<file path="src/rtl/mem_port_arbiter.sv">
// mem_port_arbiter: byte-wide RAM port sequencer shared by fetch and LSU.
// Splits 1/2/4-byte transfers into byte cycles, stalls IO writes on full.
module mem_port_arbiter #(
  parameter int unsigned STARVE_LIMIT = 8,
  parameter logic [1:0]  IO_PREFIX    = 2'b11
) (
  input  logic        clk_in,
  input  logic        rst_in,
  input  logic        rdy_in,
  input  logic [7:0]  mem_din,
  output logic [7:0]  mem_dout,
  output logic [31:0] mem_a,
  output logic        mem_wr,
  input  logic        io_buffer_full,
  input  logic        if_req,
  input  logic [31:0] if_addr,
  input  logic        if_flush,
  output logic        if_done,
  output logic [31:0] if_data,
  input  logic        ls_req,
  input  logic        ls_we,
  input  logic [1:0]  ls_size,
  input  logic [31:0] ls_addr,
  input  logic [31:0] ls_wdata,
  output logic        ls_done,
  output logic [31:0] ls_rdata
);

  localparam int unsigned SW = $clog2(STARVE_LIMIT + 1);

  typedef enum logic [1:0] {
    IDLE,
    READ,
    WRITE,
    DONE
  } state_t;

  state_t        state;
  state_t        state_nxt;
  logic [SW-1:0] starve;
  logic          owner_if;
  logic [31:0]   base;
  logic [31:0]   wdata;
  logic [31:0]   rbuf;
  logic [31:0]   rbuf_nxt;
  logic [31:0]   rd_addr;
  logic [31:0]   wr_addr;
  logic [2:0]    n;
  logic [2:0]    cnt;
  logic [2:0]    e;
  logic [1:0]    cap;
  logic [2:0]    idx;
  logic [2:0]    size_n;
  logic          fetch_ok;
  logic          starve_hit;
  logic          pick_if;
  logic          pick_ls;
  logic          grant;
  logic          flush_rd;
  logic          rd_last;
  logic          wr_end;
  logic          stall;

  // Arbitration, byte-step bookkeeping and next-state selection.
  always_comb begin
    fetch_ok   = if_req & ~if_flush;
    starve_hit = (starve == SW'(STARVE_LIMIT));
    pick_if    = fetch_ok & (starve_hit | ~ls_req);
    pick_ls    = ls_req & ~pick_if;
    grant      = pick_if | pick_ls;
    case (ls_size)
      2'd0:    size_n = 3'd1;
      2'd1:    size_n = 3'd2;
      default: size_n = 3'd4;
    endcase
    e        = cnt + 3'd1;
    cap      = e[1:0] - 2'd2;
    rd_last  = (e == n + 3'd1);
    rd_addr  = base + {29'd0, e};
    flush_rd = owner_if & if_flush;
    rbuf_nxt = rbuf;
    if (e >= 3'd2) begin
      rbuf_nxt[{cap, 3'b000} +: 8] = mem_din;
    end
    wr_addr   = base + {29'd0, idx};
    stall     = (wr_addr[17:16] == IO_PREFIX) & io_buffer_full;
    wr_end    = (idx == n);
    state_nxt = state;
    case (state)
      IDLE: begin
        if (grant) begin
          state_nxt = (pick_ls & ls_we) ? WRITE : READ;
        end
      end
      READ: begin
        if (flush_rd) begin
          state_nxt = IDLE;
        end else if (rd_last) begin
          state_nxt = DONE;
        end
      end
      WRITE: begin
        if (wr_end) begin
          state_nxt = DONE;
        end
      end
      default: state_nxt = IDLE;
    endcase
  end

  // State register.
  always_ff @(posedge clk_in) begin
    if (rst_in) begin
      state <= IDLE;
    end else if (rdy_in) begin
      state <= state_nxt;
    end
  end

  // Transaction latches, RAM pins, starvation counter and results.
  always_ff @(posedge clk_in) begin
    if (rst_in) begin
      starve   <= '0;
      owner_if <= 1'b0;
      base     <= '0;
      wdata    <= '0;
      rbuf     <= '0;
      n        <= '0;
      cnt      <= '0;
      idx      <= '0;
      mem_a    <= '0;
      mem_wr   <= 1'b0;
      mem_dout <= '0;
      if_done  <= 1'b0;
      if_data  <= '0;
      ls_done  <= 1'b0;
      ls_rdata <= '0;
    end else if (rdy_in) begin
      case (state)
        IDLE: begin
          if (pick_if || !if_req) begin
            starve <= '0;
          end else if (pick_ls && !starve_hit) begin
            starve <= starve + SW'(1);
          end
          if (grant) begin
            owner_if <= pick_if;
            base     <= pick_if ? if_addr : ls_addr;
            mem_a    <= pick_if ? if_addr : ls_addr;
            n        <= pick_if ? 3'd4 : size_n;
            wdata    <= ls_wdata;
            mem_wr   <= pick_ls & ls_we;
            cnt      <= '0;
            idx      <= 3'd1;
            rbuf     <= '0;
            if (pick_ls && ls_we) begin
              mem_dout <= ls_wdata[7:0];
            end
          end
        end
        READ: begin
          if (flush_rd) begin
            mem_a <= '0;
          end else begin
            cnt  <= e;
            rbuf <= rbuf_nxt;
            if (e < n) begin
              mem_a <= rd_addr;
            end
            if (rd_last) begin
              if (owner_if) begin
                if_done <= 1'b1;
                if_data <= rbuf_nxt;
              end else begin
                ls_done  <= 1'b1;
                ls_rdata <= rbuf_nxt;
              end
            end
          end
        end
        WRITE: begin
          if (wr_end) begin
            mem_wr  <= 1'b0;
            ls_done <= 1'b1;
          end else if (stall) begin
            mem_wr <= 1'b0;
          end else begin
            mem_a    <= wr_addr;
            mem_dout <= wdata[{idx[1:0], 3'b000} +: 8];
            mem_wr   <= 1'b1;
            idx      <= idx + 3'd1;
          end
        end
        default: begin
          if_done <= 1'b0;
          ls_done <= 1'b0;
        end
      endcase
    end
  end

endmodule
</file>
<file path="config.mk">
export PLATFORM = sky130hd
export DESIGN_NAME = mem_port_arbiter
export DESIGN_NICKNAME = d
export VERILOG_FILES = /design/src/rtl/mem_port_arbiter.sv
export SDC_FILE = /design/constraint.sdc
export NUM_CORES = 1
export LEC_CHECK = 0
export CAP_MARGIN = 5
export CORE_ASPECT_RATIO = 1.5
export CORE_MARGIN = 2
export CORE_UTILIZATION = 43
export DETAILED_ROUTE_END_ITERATION = 8
export HOLD_SLACK_MARGIN = 0.1
export PLACE_DENSITY = 0.71
export SETUP_SLACK_MARGIN = 0.15
export SYNTH_ARGS = -nofsm -noshare
export SYNTH_HDL_FRONTEND = slang
export SYNTH_SLANG_ARGS = --single-unit
</file>
<file path="constraint.sdc">
create_clock -name clk_in -period 2.95 [get_ports clk_in]
set_input_delay 0.59 -clock clk_in [delete_from_list [all_inputs] [get_ports clk_in]]
set_output_delay 0.59 -clock clk_in [all_outputs]
set_load 0.02 [all_outputs]
</file>
==> metrics.txt, run 1 <==
gpl congestion=~0.95; Die Ht=between 200 and 250 um; Port Buffers=220; post-synth design cell area=about 0.011 mm2; Layout Cell Area excl Fill=roughly 0.015 mm2; Data required, critical path=3.36 ns; pin count of the biggest net entering global routing=between 200 and 250; power per cell area=about 570 mW/mm2; hold_buf cts=0; Core Util, Final=59.48%; Die Width=between 100 and 150 um; Initial Util=between 40% and 50%; CTS Root Cell=clkbuf_16; Tmin final=2.715 ns; Worst Tran Pin Value=about 0.95 ns; area leader, netlist=dfxtp_1; DRT Wirelength=37.64 mm; Commonest cells post-synth=219 x dfxtp_1, 188 x nor2_1, 155 x nand2_1; CTS max path bufs=3; Clock Latency Late Sink=about 0.52 ns; top-area cell type share of the netlist area=38.83%; max cap viols=0; number of synthesized flops with an enable pin=0; most common cell in the netlist=dfxtp_1; run status=complete, no violations; share of layout cells above drive strength 1=around 14%; first-pass GRT wire length=a little under 60 mm; ant diodes=0; number of library cell types mapped by synthesis=78; Arrival @ worst endpoint=approximately 3.1 ns; Avg Vias per Cell=between 5 and 6; Hold Path Class=register to register; CP Launch Type=register; Wirelength per Cell=between 15 and 20 um; die area=approximately 0.028 mm2; DRC=0; Final Worst Setup Slack=between 0.2 and 0.25 ns; crit path kind=register to register; Synth Warn #=0; crit-path max FO=5; final hold violations=0; cts bufs inserted=23; Synth area leaders=dfxtp_1 39%, a211oi_1 6.9%, nor2_1 6.3%; row count=72; Hold Slack=~0.46 ns; register-to-register setup slack=about 0.23 ns; Overall Global Routing Usage=between 20% and 30%; Max Fclk=~370 MHz; core box area=roughly 0.026 mm2; setup TNS=0 ns; sequential fraction of the synthesis area=38.83%; share of synthesized flip-flops with an asynchronous set or reset=0%; H-tree depth=1; ys flop type=dfxtp_1; vias in the first global route=11070; clock slew at reported path FFs=0.06 ns; Iter 0 DRT Violations=a little under 900; Placed Area=~0.014 mm2; RSZ-0062 raised after global routing=true; Syn Nets=between 1500 and 2000; CP Capture Type=register; Detailed Place HPWL=between 20 and 30 mm; antenna violations before repair=0; Area Growth Syn to Fin=35.75%; Nets=1752; Place WS=-0.1932 ns; Worst Skew=0.01283 ns; routed vias=about 11000; Leakage=approximately 5.4 nW; io pins=~220; Mean Syn Cell Area=between 8 and 9 um2; Seq cells post-synth=219; fin. max-slew vios=0; Congestion Overflow GR=0; Final Cycle Share=about 90%; Slew HR=between 30% and 40%; DRT antenna net count=0; TritonCTS sink count=approximately 220; cell count after synthesis=around 1400; Setup Viol. Count Final=0; CTS tree=done; VDD IR max=about 400 uV; DRT Pass-1 Iters=5
-- layer usage --
| metal | GRT usage (%) | routed length (um) |
|---|---|---|
| met1 | 31.08 | 14560 |
| met2 | 49.10 | 19430 |
| met3 | 2.921 | 1803 |
| met4 | 11.72 | 1854 |
| met5 | 0 | 0 |
-- placed cells by master (no fill, tap or decap), types with 8 or more instances in the layout --
cell	count
mux4_2	8
or3_1	8
a22oi_1	8
nand4_1	21
a31oi_1	10
ha_1	20
xnor2_1	11
a211oi_1	100
nand2_1	155
dfxtp_1	217
mux2i_1	59
clkdlybuf4s50_1	219
a2bb2oi_1	33
inv_1	36
nor3_1	24
nand3_1	34
nor2_1	186
clkbuf_16	23
o21ai_0	34
o21ai_1	8
a21oi_1	87
nor4_1	15
mux2_2	19
buf_12	10
buf_4	99
-- kinds of logic (layout without fill, tap and decap cells) --
kind of cell,count (synthesis),in the layout,share of synthesized area [%]
AOI/OAI and AO/OA,381,382,23.72
xor gates and xnor gates,16,16,1.308
adders and majority gates,25,25,2.904
buffers and inverters,143,408,5.087
DFF,219,219,38.83
muxes,87,87,8.811
and+or+nand+nor,491,491,19.34
-- where the power goes --
group / total [mW] / leakage, nW / switching [mW] / internal, mW
registers: 3.42 / 1.78 / 0.197 / 3.22
clock network: 2.76 / 0.353 / 1.22 / 1.54
logic: 2.61 / 3.26 / 1.46 / 1.15
total: 8.79 / 5.40 / 2.88 / 5.91
-- cell type report --
cell class | instances | area (um2)
repair buffers | 331 | 3169
well taps | 333 | 416.7
fillers | 2358 | 10440
clock buffers | 30 | 641.9
inverters | 37 | 138.9
multi-input cells | 1001 | 6505
clock inverters | 10 | 67.56
flip-flops and latches | 219 | 4387
-- worst max-delay path, cell delays in order, from the launching register on --
cell      delay [ns]
dfxtp_2         0.36
ha_1            0.29
xor2_4          0.26
ha_2            0.37
a21oi_2         0.25
a21oi_1         0.13
o21ai_1         0.28
o21bai_1        0.14
mux2_2          0.30
a41o_1          0.23
-- stage by stage --
stage	total power, mW	cells
floorplan	4.881	1362
global placement	5.952	1915
detailed placement	5.977	1915
CTS	8.795	1958
global route	9.185	1961
finish	8.793	1961
-- worst paths after layout --
path | startpoint | endpoint | cells after the start
max | cnt[1] | mem_a[27] | 9
min | wdata[10] | wdata[10] | 2
max reg2reg | cnt[1] | mem_a[27] | 9
min reg2reg | wdata[10] | wdata[10] | 2
-- state kept, by name, summed over array words and instances, names as in the netlist --
| name | flops |
|---|---|
| owner_if | 1 |
| rbuf | 32 |
| n | 3 |
| starve | 4 |
| if_done | 1 |
| mem_a | 32 |
| mem_dout | 8 |
| state | 2 |
| idx | 3 |
| ls_rdata | 32 |
| wdata | 32 |
| if_data | 32 |
| cnt | 3 |
| base | 32 |
| ls_done | 1 |
| mem_wr | 1 |
-- what timing repair did --
action | in CTS | in global routing
setup endpoints to repair | 33 | 39
buffers inserted | 2 | 3
resized for setup | 7 | 32
cloned | 1 | 0
pin swaps | 3 | 4
Power figures use the tool's default switching activity.
==> inputs of run 2 (changes only) <==
- PLACE_DENSITY: 0.71 -> 0.75
==> run 2 against run 1 <==
Compared with the run above: power down 1.8%; non-clock buffer count down 25; utilization fell by 1.0 points; clock skew shrank 0.0012 ns; cell count is 1.5% lower; combinational power shrank 2%; clock power down 4%; count of clock-buffer cells in the layout down 1; final area decreased by 1.8%; highest routed layer unchanged.
==> metrics.txt, run 2 (synthesis results as in run 1) <==
run status=complete, no violations; Pint=5.825 mW (-1.5%); Hold Path Class=input pin to register; commonest non-fill, non-tap cell in the layout=clkdlybuf4s50_1; ant diodes=0 (unchanged); RSZ-0062 raised after global routing=false; setup TNS=0 ns (unchanged); H-tree depth=1 (unchanged); crit-path most repeated cell=buf_12; Cell Chain, Critical Path=ha_2, inv_1, fa_2, nor2b_2, o2111ai_1, or4_4, a22o_4, a21oi_4, buf_12, buf_12, mux2i_2; Filler Cells Inserted=2352 (-0.25%); Core Util, Final=58.44% (-1.0 points); Hold Path Stages=2 (unchanged); Worst path slowest cell=or4_4; clock slew at reported path FFs=0.07 ns (about the same); DRC=0 (unchanged); Iter 0 DRT Violations=836 (-3.5%); io pins=221 (unchanged); fin. max-slew vios=0 (unchanged); Nets=1725 (-1.5%); DRT antenna net count=0 (unchanged); Tmin final=2.773 ns (+0.05776 ns); Combinational Power Share=29.5% (-0.2 points); Hold Path End=rbuf[7]; Initial Util=43.82% (unchanged); Congestion Overflow GR=0 (unchanged); routed vias=11260 (-0.71%); share of layout cells above drive strength 1=11.57% (-2.4 points); Max Fclk=360.6 MHz (-2.1%); crit path kind=register to register; Overall Global Routing Usage=25.96% (-0.89 points); row count=72 (unchanged); Detailed Place HPWL=26.74 mm (-2.3%); pin count of the biggest net entering global routing=97 (-52%); Reg-to-Reg Start=idx[0]; crit-path max FO=6 (+1); Clock Latency Late Sink=0.52 ns (about the same); Arrival @ worst endpoint=3.22 ns (+0.10 ns); CP Capture Type=register; DRT Wirelength=36.94 mm (-1.9%); Reg2Reg Depth=11 (+2); max incr delay on CP=0.49 ns (+0.12 ns); commonest non-fill, non-tap cells in the layout=219 x clkdlybuf4s50_1, 217 x dfxtp_1, 187 x nor2_1, 155 x nand2_1, 101 x a211oi_1; switching pwr=2.810 mW (-2.5%); worst min-delay path startpoint=rst_in; core box area=0.02576 mm2 (unchanged); gpl congestion=0.9814 (+3.4%); Wirelength per Cell=19.12 um (-0.39%); cts bufs inserted=22 (-4.3%); Setup Viol. Count Final=0 (unchanged); Worst Skew=0.01166 ns (-0.001173 ns); CTS max path bufs=3 (unchanged); Final Cycle Share=93.99% (+2.0 points); first-pass GRT wire length=57.83 mm (-2.2%); Avg Vias per Cell=5.826 (+0.78%); Data required, critical path=3.39 ns (+0.03 ns); VDD IR max=484.7 uV (+19%); FF-to-FF End=mem_a[17]; Switching Share=32.54% (-0.22 points); hold_buf cts=0 (unchanged); Clk pwr share=30.7% (-0.7 points); antenna violations before repair=0 (unchanged); register-to-register setup slack=0.18 ns (-0.06 ns); DRT Pass-1 Iters=5 (unchanged); power per cell area=573.5 mW/mm2 (about the same); vias in the first global route=11010 (-0.52%); final hold violations=0 (unchanged); Die Width=136.3 um (unchanged); die area=0.02759 mm2 (unchanged); CP Launch Type=register; Leakage=5.254 nW (-2.6%); Area Growth Syn to Fin=33.36%; Worst Tran Pin Value=0.9179 ns (-0.03400 ns); TritonCTS sink count=219 (unchanged); Die Ht=202.5 um (unchanged); CTS tree=done; max cap viols=0 (unchanged); sequential share of power=39.7% (+0.8 points); CTS Root Cell=clkbuf_16; Slew HR=38.67% (+2.1 points); Port Buffers=220 (unchanged)
run 2: changes by cell type in the layout (fill, tap and decap cells not counted), sizes merged:
cell / delta
buf: -28
inv: -2
a21oi: -1
clkinv: -1
clkinvlp: +1
clkbuf: +2
run 2: worst max-delay path: cells and delay by family (launching register included):
kind / cells / cell delay, ns
and+or+nand+nor: 2 / 0.65
AOI/OAI and AO/OA: 3 / 0.57
adders and majority gates: 2 / 0.56
DFF: 1 / 0.35
buffers and inverters: 3 / 0.35
muxes: 1 / 0.21
run 2: metal layers:
layer	up-vias	wire length (um)	GRT usage, %
met4	0	1382	9.301
met1	5290	14280	31.06
li1	5402	-	-
met3	88	2407	3.695
met2	475	18870	46.68
met5	-	0	0
run 2: power groups by stage:
stage,Combinational [mW],Sequential (mW),Clock (mW)
floorplan,1.26,3.62,0
global placement,2.38,3.49,0
detailed placement,2.42,3.49,0
CTS,2.43,3.43,2.70
global route,2.73,3.46,2.81
finish,2.55,3.43,2.65
run 2: final cells by class:
cell class                      instances  area, um2  area share (%)
Multi-Input combinational cell       1000       6427           42.69
Sequential cell                       219       4387           29.14
Timing Repair Buffer                  306       3009           19.99
Clock buffer                           29      616.8           4.097
Tap cell                              333      416.7           2.767
Inverter                               37      138.9          0.9225
Clock inverter                          8      60.06          0.3989
run 2: stage by stage:
stage               area, um2  hold slack (ns)  power, mW  setup slack, ns  std cells
detailed placement      14170           0.4466      5.912          0.07465       1885
finish                  15060           0.4483      8.635           0.1772       1932
global route            15060           0.4522      8.999           0.1013       1932
global placement        14170           0.4396      5.873          0.08367       1885
floorplan               11290           0.4331      4.881           0.1906       1362
CTS                     14860           0.4304      8.558           0.1545       1922
run 2: how the worst max path moves through the flow:
| stage | from | end | slack (ns) | depth (start not counted) |
|---|---|---|---|---|
| CTS | base[0] | mem_a[14] | 0.15 | 10 |
| global placement | if_req | mem_a[4] | 0.08 | 8 |
| detailed placement | if_req | mem_a[4] | 0.07 | 8 |
| global route | idx[0] | mem_a[31] | 0.10 | 11 |
| finish | idx[0] | mem_a[17] | 0.18 | 11 |
| floorplan | idx[1] | mem_a[10] | 0.19 | 10 |
run 2: timing repair:
action                     in CTS  in global routing
setup endpoints to repair      29                 45
gates resized for setup         3                 18
setup buffers                   0                  6
gates cloned                    0                  4
pin swaps                       0                  6
